[src/rtl/display_pkg.sv]
// Shared types and helpers for the BCD display scanner.
package display_pkg;

    localparam int unsigned DIGIT_W     = 4;
    localparam int unsigned DISP_DIGITS = 4;

    typedef logic [DIGIT_W-1:0] bcd_digit_t;
    typedef bcd_digit_t [DISP_DIGITS-1:0] bcd_vec_t;

    typedef enum logic [1:0] {
        IDLE    = 2'd0,
        CONVERT = 2'd1,
        COMMIT  = 2'd2
    } scan_state_t;

    // Double-dabble correction: a nibble of 5 or more would exceed 9 after doubling.
    function automatic bcd_digit_t add3_if_ge5(input bcd_digit_t d);
        return (d >= 4'd5) ? bcd_digit_t'(d + 4'd3) : d;
    endfunction

endpackage

[src/rtl/bin2bcd_seq.sv]
// Sequential double-dabble converter: one shift/correct step per clock, BIN_W steps.
module bin2bcd_seq
    import display_pkg::*;
#(
    parameter int unsigned DIGITS = 4,
    parameter int unsigned BIN_W  = 14
) (
    input  logic                      clk,
    input  logic                      rst_n,
    input  logic                      start,
    input  logic [BIN_W-1:0]          value,
    output logic                      done_c,
    output logic [DIGITS*DIGIT_W-1:0] bcd_vec
);

    localparam int unsigned BCD_W = DIGITS * DIGIT_W;
    localparam int unsigned CNT_W = $clog2(BIN_W + 1);

    logic [BIN_W-1:0] sr_q,  sr_d;
    logic [BCD_W-1:0] bcd_q, bcd_d;
    logic [CNT_W-1:0] cnt_q, cnt_d;
    logic             active_q, active_d;
    logic [BCD_W-1:0] adj_c;

    // High when the step taken this cycle is the final one.
    assign done_c  = active_q && (cnt_q == CNT_W'(BIN_W - 1));
    assign bcd_vec = bcd_q;

    // Per-nibble add-3 correction ahead of the shift.
    always_comb begin
        adj_c = '0;
        for (int i = 0; i < int'(DIGITS); i++) begin
            adj_c[i*DIGIT_W +: DIGIT_W] = add3_if_ge5(bcd_q[i*DIGIT_W +: DIGIT_W]);
        end
    end

    // Load on start, otherwise shift binary MSB into the corrected accumulator.
    always_comb begin
        sr_d     = sr_q;
        bcd_d    = bcd_q;
        cnt_d    = cnt_q;
        active_d = active_q;
        if (start) begin
            sr_d     = value;
            bcd_d    = '0;
            cnt_d    = '0;
            active_d = 1'b1;
        end else if (active_q) begin
            bcd_d = {adj_c[BCD_W-2:0], sr_q[BIN_W-1]};
            sr_d  = {sr_q[BIN_W-2:0], 1'b0};
            cnt_d = cnt_q + CNT_W'(1);
            if (done_c) begin
                active_d = 1'b0;
            end
        end
    end

    // Converter state registers.
    always_ff @(posedge clk or negedge rst_n) begin
        if (!rst_n) begin
            sr_q     <= '0;
            bcd_q    <= '0;
            cnt_q    <= '0;
            active_q <= 1'b0;
        end else begin
            sr_q     <= sr_d;
            bcd_q    <= bcd_d;
            cnt_q    <= cnt_d;
            active_q <= active_d;
        end
    end

endmodule

[src/rtl/bcd_display_scanner.sv]
// Binary-to-BCD front end and digit multiplexer for a shared 7-segment decoder.
module bcd_display_scanner
    import display_pkg::*;
#(
    parameter int unsigned DIGITS      = 4,
    parameter int unsigned BIN_W       = 14,
    parameter int unsigned REFRESH_DIV = 100000
) (
    input  logic              clk,
    input  logic              rst_n,
    input  logic [BIN_W-1:0]  in_value,
    input  logic              in_valid,
    output logic              in_ready,
    output logic [3:0]        number,
    output logic [DIGITS-1:0] anodes,
    output logic              overflow,
    output logic              busy
);

    localparam int unsigned MAX_VAL = (10 ** DIGITS) - 1;
    localparam int unsigned REF_W   = (REFRESH_DIV > 1) ? $clog2(REFRESH_DIV) : 1;
    localparam int unsigned IDX_W   = (DIGITS > 1) ? $clog2(DIGITS) : 1;

    scan_state_t                 state_q, state_d;
    logic                        in_ready_q, in_ready_d;
    logic                        busy_q, busy_d;
    logic                        overflow_q, overflow_d;
    bcd_digit_t [DIGITS-1:0]     disp_q, disp_d;
    logic [REF_W-1:0]            ref_q, ref_d;
    logic [IDX_W-1:0]            idx_q, idx_d;
    logic [DIGITS-1:0]           anodes_q, anodes_d;
    bcd_digit_t                  number_q, number_d;

    logic                        start_c;
    logic                        conv_done_c;
    logic [DIGITS*DIGIT_W-1:0]   conv_bcd_c;

    bin2bcd_seq #(
        .DIGITS (DIGITS),
        .BIN_W  (BIN_W)
    ) u_bin2bcd (
        .clk     (clk),
        .rst_n   (rst_n),
        .start   (start_c),
        .value   (in_value),
        .done_c  (conv_done_c),
        .bcd_vec (conv_bcd_c)
    );

    assign in_ready = in_ready_q;
    assign busy     = busy_q;
    assign overflow = overflow_q;
    assign anodes   = anodes_q;
    assign number   = number_q;

    // Control FSM: accept, convert, then commit result (or all 9s) to the display.
    always_comb begin
        state_d    = state_q;
        overflow_d = overflow_q;
        disp_d     = disp_q;
        start_c    = 1'b0;
        case (state_q)
            IDLE: begin
                if (in_valid && in_ready_q) begin
                    start_c    = 1'b1;
                    overflow_d = (32'(in_value) > MAX_VAL);
                    state_d    = CONVERT;
                end
            end
            CONVERT: begin
                if (conv_done_c) begin
                    state_d = COMMIT;
                end
            end
            COMMIT: begin
                for (int i = 0; i < int'(DIGITS); i++) begin
                    disp_d[i] = overflow_q ? bcd_digit_t'(9)
                                           : conv_bcd_c[i*DIGIT_W +: DIGIT_W];
                end
                state_d = IDLE;
            end
            default: state_d = IDLE;
        endcase
        in_ready_d = (state_d == IDLE);
        busy_d     = (state_d != IDLE);
    end

    // Free-running digit scan; picks up display changes without restarting.
    always_comb begin
        ref_d = ref_q + REF_W'(1);
        idx_d = idx_q;
        if (ref_q == REF_W'(REFRESH_DIV - 1)) begin
            ref_d = '0;
            idx_d = (idx_q == IDX_W'(DIGITS - 1)) ? '0 : idx_q + IDX_W'(1);
        end
        anodes_d = ~(DIGITS'(1) << idx_d);
        number_d = disp_d[idx_d];
    end

    // All state and registered outputs.
    always_ff @(posedge clk or negedge rst_n) begin
        if (!rst_n) begin
            state_q    <= IDLE;
            in_ready_q <= 1'b1;
            busy_q     <= 1'b0;
            overflow_q <= 1'b0;
            disp_q     <= '0;
            ref_q      <= '0;
            idx_q      <= '0;
            anodes_q   <= ~DIGITS'(1);
            number_q   <= '0;
        end else begin
            state_q    <= state_d;
            in_ready_q <= in_ready_d;
            busy_q     <= busy_d;
            overflow_q <= overflow_d;
            disp_q     <= disp_d;
            ref_q      <= ref_d;
            idx_q      <= idx_d;
            anodes_q   <= anodes_d;
            number_q   <= number_d;
        end
    end

endmodule
[config.mk]
export PLATFORM = sky130hd
export DESIGN_NAME = bcd_display_scanner
export DESIGN_NICKNAME = d
export VERILOG_FILES = /design/src/rtl/display_pkg.sv /design/src/rtl/bin2bcd_seq.sv /design/src/rtl/bcd_display_scanner.sv
export SDC_FILE = /design/constraint.sdc
export NUM_CORES = 1
export LEC_CHECK = 0
export CORE_AREA = 2 2 79 118
export DETAILED_ROUTE_END_ITERATION = 12
export DIE_AREA = 0 0 81 120
export GPL_ROUTABILITY_DRIVEN = 0
export REMOVE_ABC_BUFFERS = 1
export SYNTH_ARGS = -nofsm -noshare
export SYNTH_HDL_FRONTEND = slang
export SYNTH_SLANG_ARGS = --single-unit
[constraint.sdc]
create_clock -name clk -period 2.65 [get_ports clk]
set_input_delay 0.53 -clock clk [delete_from_list [all_inputs] [get_ports clk]]
set_output_delay 0.53 -clock clk [all_outputs]
set_load 0.01 [all_outputs]
==> impl_metrics.py <==
metrics = {
    "status": {
        "status": "finished clean",
    },
    "clocking": {
        "clkTransAtPathRegs_ns": 0.06,
        "cts-buffers-inserted": 9,
        "postCtsHoldBufs": 0,
        "cts_resized": 0,
        "cts.sinks": 83,
        "clockRootBuffer": "clkbuf_16",
        "tritoncts": "yes",
        "clk_latency_ns": 0.34,
        "clockBufferDepth": 2,
        "post_cts_buffers": 0,
        "cts_max_level": 3,
    },
    "worst_setup_path": {
        "cp-end-kind": "flip-flop",
        "cp-start-kind": "flip-flop",
        "cp_max_fo": 11,
        "critical_path_class": "reg -> reg",
        "worstPathRequired_ns": 2.86,
        "cp_data_arrival_time_ns": 2.33,
    },
    "route": {
        "avgViaCountPerCell": 5.06,
        "drt-met1-wl_mm": 3.06,
        "drt_pass1_iterations": 4,
        "wl_met2_mm": 3.81,
        "drc": 0,
        "routedWlPerCell_um": 13.8,
        "routed_wl_mm": 7.17,
        "highest_layer": "met4",
        "num_vias": 2619,
        "wl_met3_um": 219,
        "ant_nets": 0,
        "detail_route.iter0.violations": 138,
    },
    "final_layout": {
        "antenna_cells": 0,
        "drive_above_1_share": 0.0956,
        "stdcell_area_mm2": 0.00464,
        "nNetsFinal": 432,
        "areaGrowthSynthToFinish_pct": 18.6,
        "n_fill_cell": 798,
    },
    "yosys": {
        "syn_area_per_cell_um2": 10.4,
        "yosys.area.top_type": "dfrtp_1",
        "synth.top_cells.by_count": "79 x dfrtp_1, 51 x nand2_1, 34 x o21ai_0, 32 x mux2i_1, 32 x nor2_1",
        "ys_ff_latch": 83,
        "synth-warning-count": 0,
        "async_flop_share": 1.00,
        "yosysMostFrequentCell": "dfrtp_1",
        "synth_cells": 376,
        "synthTopCellsByArea": "dfrtp_1 51%, mux2i_1 8.2%, nand2_1 4.9%, o21ai_0 4.3%, ha_1 3.8%",
        "yosysTopAreaCellShare": 0.505,
        "ys_seq_area_frac": 0.532,
        "synth-edff-count": 0,
        "synth_cell_types": 36,
        "syn_area_mm2": 0.00391,
        "synth_flop_cell": "dfrtp_1",
    },
    "timing": {
        "fin_crit_sh": 0.800,
        "finalSetupViolations": 0,
        "fin_skew_ns": 0.00531,
        "worst_pin_slew_ns": 0.570,
        "hold_violations": 0,
        "slew_viol_final": 0,
        "max_slew_margin": 0.620,
        "fin_tns_setup_ns": 0,
        "rsz0062_at_grt": "no",
        "fmax_mhz": 471,
        "period_needed_ns": 2.12,
    },
    "floorplanning": {
        "core-area_mm2": 0.00872,
        "fp.dieW_um": 81,
        "die_h_um": 120,
        "io_pins": 28,
        "start_util": 0.449,
        "core.rowCount": 42,
        "die-area_mm2": 0.00972,
    },
    "power": {
        "intPower_mw": 3.19,
        "powerDensity_mw_per_mm2": 1010,
        "p_clk_frac": 0.287,
        "vdd_drop_max_mv": 0.457,
        "p_leak_nw": 2.21,
        "power_switching_mw": 1.52,
        "swShare": 0.322,
        "combPwrFrac": 0.311,
        "p_seq_frac": 0.402,
    },
    "global_route": {
        "antenna_found_initial": 0,
        "grt_max_degree": 51,
        "grt_pass1_vias": 2561,
        "grt_pass1_wl_mm": 12.2,
        "grt.total_usage": 0.165,
        "grt.overflow.total": 0,
    },
    "worst_hold_path": {
        "hold_class": "in -> async",
    },
    "placed_design": {
        "place_area_mm2": 0.00431,
        "dp_hpwl_mm": 4.94,
        "io_buffers": 27,
    },
    "flow_run": {
        "drv_cap": 0,
    },
}
==> metrics by stage <==
stage	setup WS [ns]	total power, mW	util	cells	hold WS [ns]
2_1_floorplan	0.471	2.94	-	358	0.234
3_3_place_gp	0.617	3.35	0.494	502	0.466
3_5_place_dp	0.531	3.40	0.494	502	0.465
4_1_cts	0.522	4.77	0.532	518	0.208
5_1_grt	0.401	5.08	0.532	518	0.221
6_report	0.529	4.70	0.532	518	0.187
==> final timing paths <==
kind                            startpoint         to  slack (ns)  depth (start not counted)
worst max-delay path              ref_q[0]  number[0]        0.53                          7
worst min-delay path                 rst_n  ref_q[14]        0.19                          1
worst max register to register    ref_q[0]  number[0]        0.53                          7
worst min register to register   disp_q[9]  disp_q[9]        0.48                          2
max in group asynchronous            rst_n  anodes[2]        1.83                          2
min in group clk                 disp_q[9]  disp_q[9]        0.48                          2
==> per-layer routing <==
layer,GRT usage,vias to the layer above
met5,0,-
met1,0.202,1257
li1,-,1321
met4,0.0625,0
met2,0.276,34
met3,0.0429,7
==> cell usage in the layout, fill, tap and decap left out, types with 2 or more instances in the layout <==
cell	instances
dfstp_2	4
and3_1	2
buf_4	6
clkdlybuf4s50_1	26
and4_1	2
bufinv_16	2
inv_1	12
nand3_1	17
nand2b_1	16
o211ai_1	3
ha_1	12
xnor2_1	16
o21ai_0	34
buf_12	2
a21o_1	3
a21oi_1	12
o31ai_1	4
dfrtp_1	79
and4_4	2
nor2_1	32
nand4_1	4
nand2_1	51
mux2i_1	32
xor2_1	9
clkinvlp_4	2
clkbuf_16	9
==> worst max-delay path, stage by stage (launching register included) <==
cell and delay, ns:
dfrtp_1 0.38, ha_1 0.22, and4_4 0.28, and4_4 0.34, mux2i_2 0.22, buf_4 0.23, mux2i_1 0.23, mux2i_1 0.09
==> sequential cells by signal (all words and copies together) (netlist names) <==
signal and cells:
overflow 1, busy 1, u_bin2bcd.bcd_vec 16, ref_q 17
state_q 2, anodes 4, u_bin2bcd.cnt_q 4, disp_q 16
in_ready 1, u_bin2bcd.active_q 1, u_bin2bcd.sr_q 14, number 4
idx_q 2
==> area by class of cell <==
type,count,area (µm²),area share
flip-flops and latches,83,2080,0.449
multi-input cells,262,1700,0.366
repair buffers,34,345,0.0744
clock buffers,10,239,0.0515
well taps,110,138,0.0297
clock inverters,6,88.8,0.0191
inverters,13,48.8,0.0105
==> kinds of logic after synthesis <==
logic type               share of synthesized area
multiplexers                                0.0940
AO/OA/AOI/OAI                               0.0802
AND/OR/NAND/NOR                              0.166
buffers and inverters                       0.0339
adder cells (fa/ha/maj)                     0.0384
flip-flops                                   0.532
XOR/XNOR                                    0.0559
==> power groups by stage <==
stage	clock [mW]	combinational, mW	sequential [mW]
2_1_floorplan	0	0.990	1.95
3_3_place_gp	0	1.45	1.90
3_5_place_dp	0	1.49	1.91
4_1_cts	1.39	1.49	1.89
5_1_grt	1.45	1.69	1.94
6_report	1.35	1.46	1.89
Power figures use the tool's default switching activity.
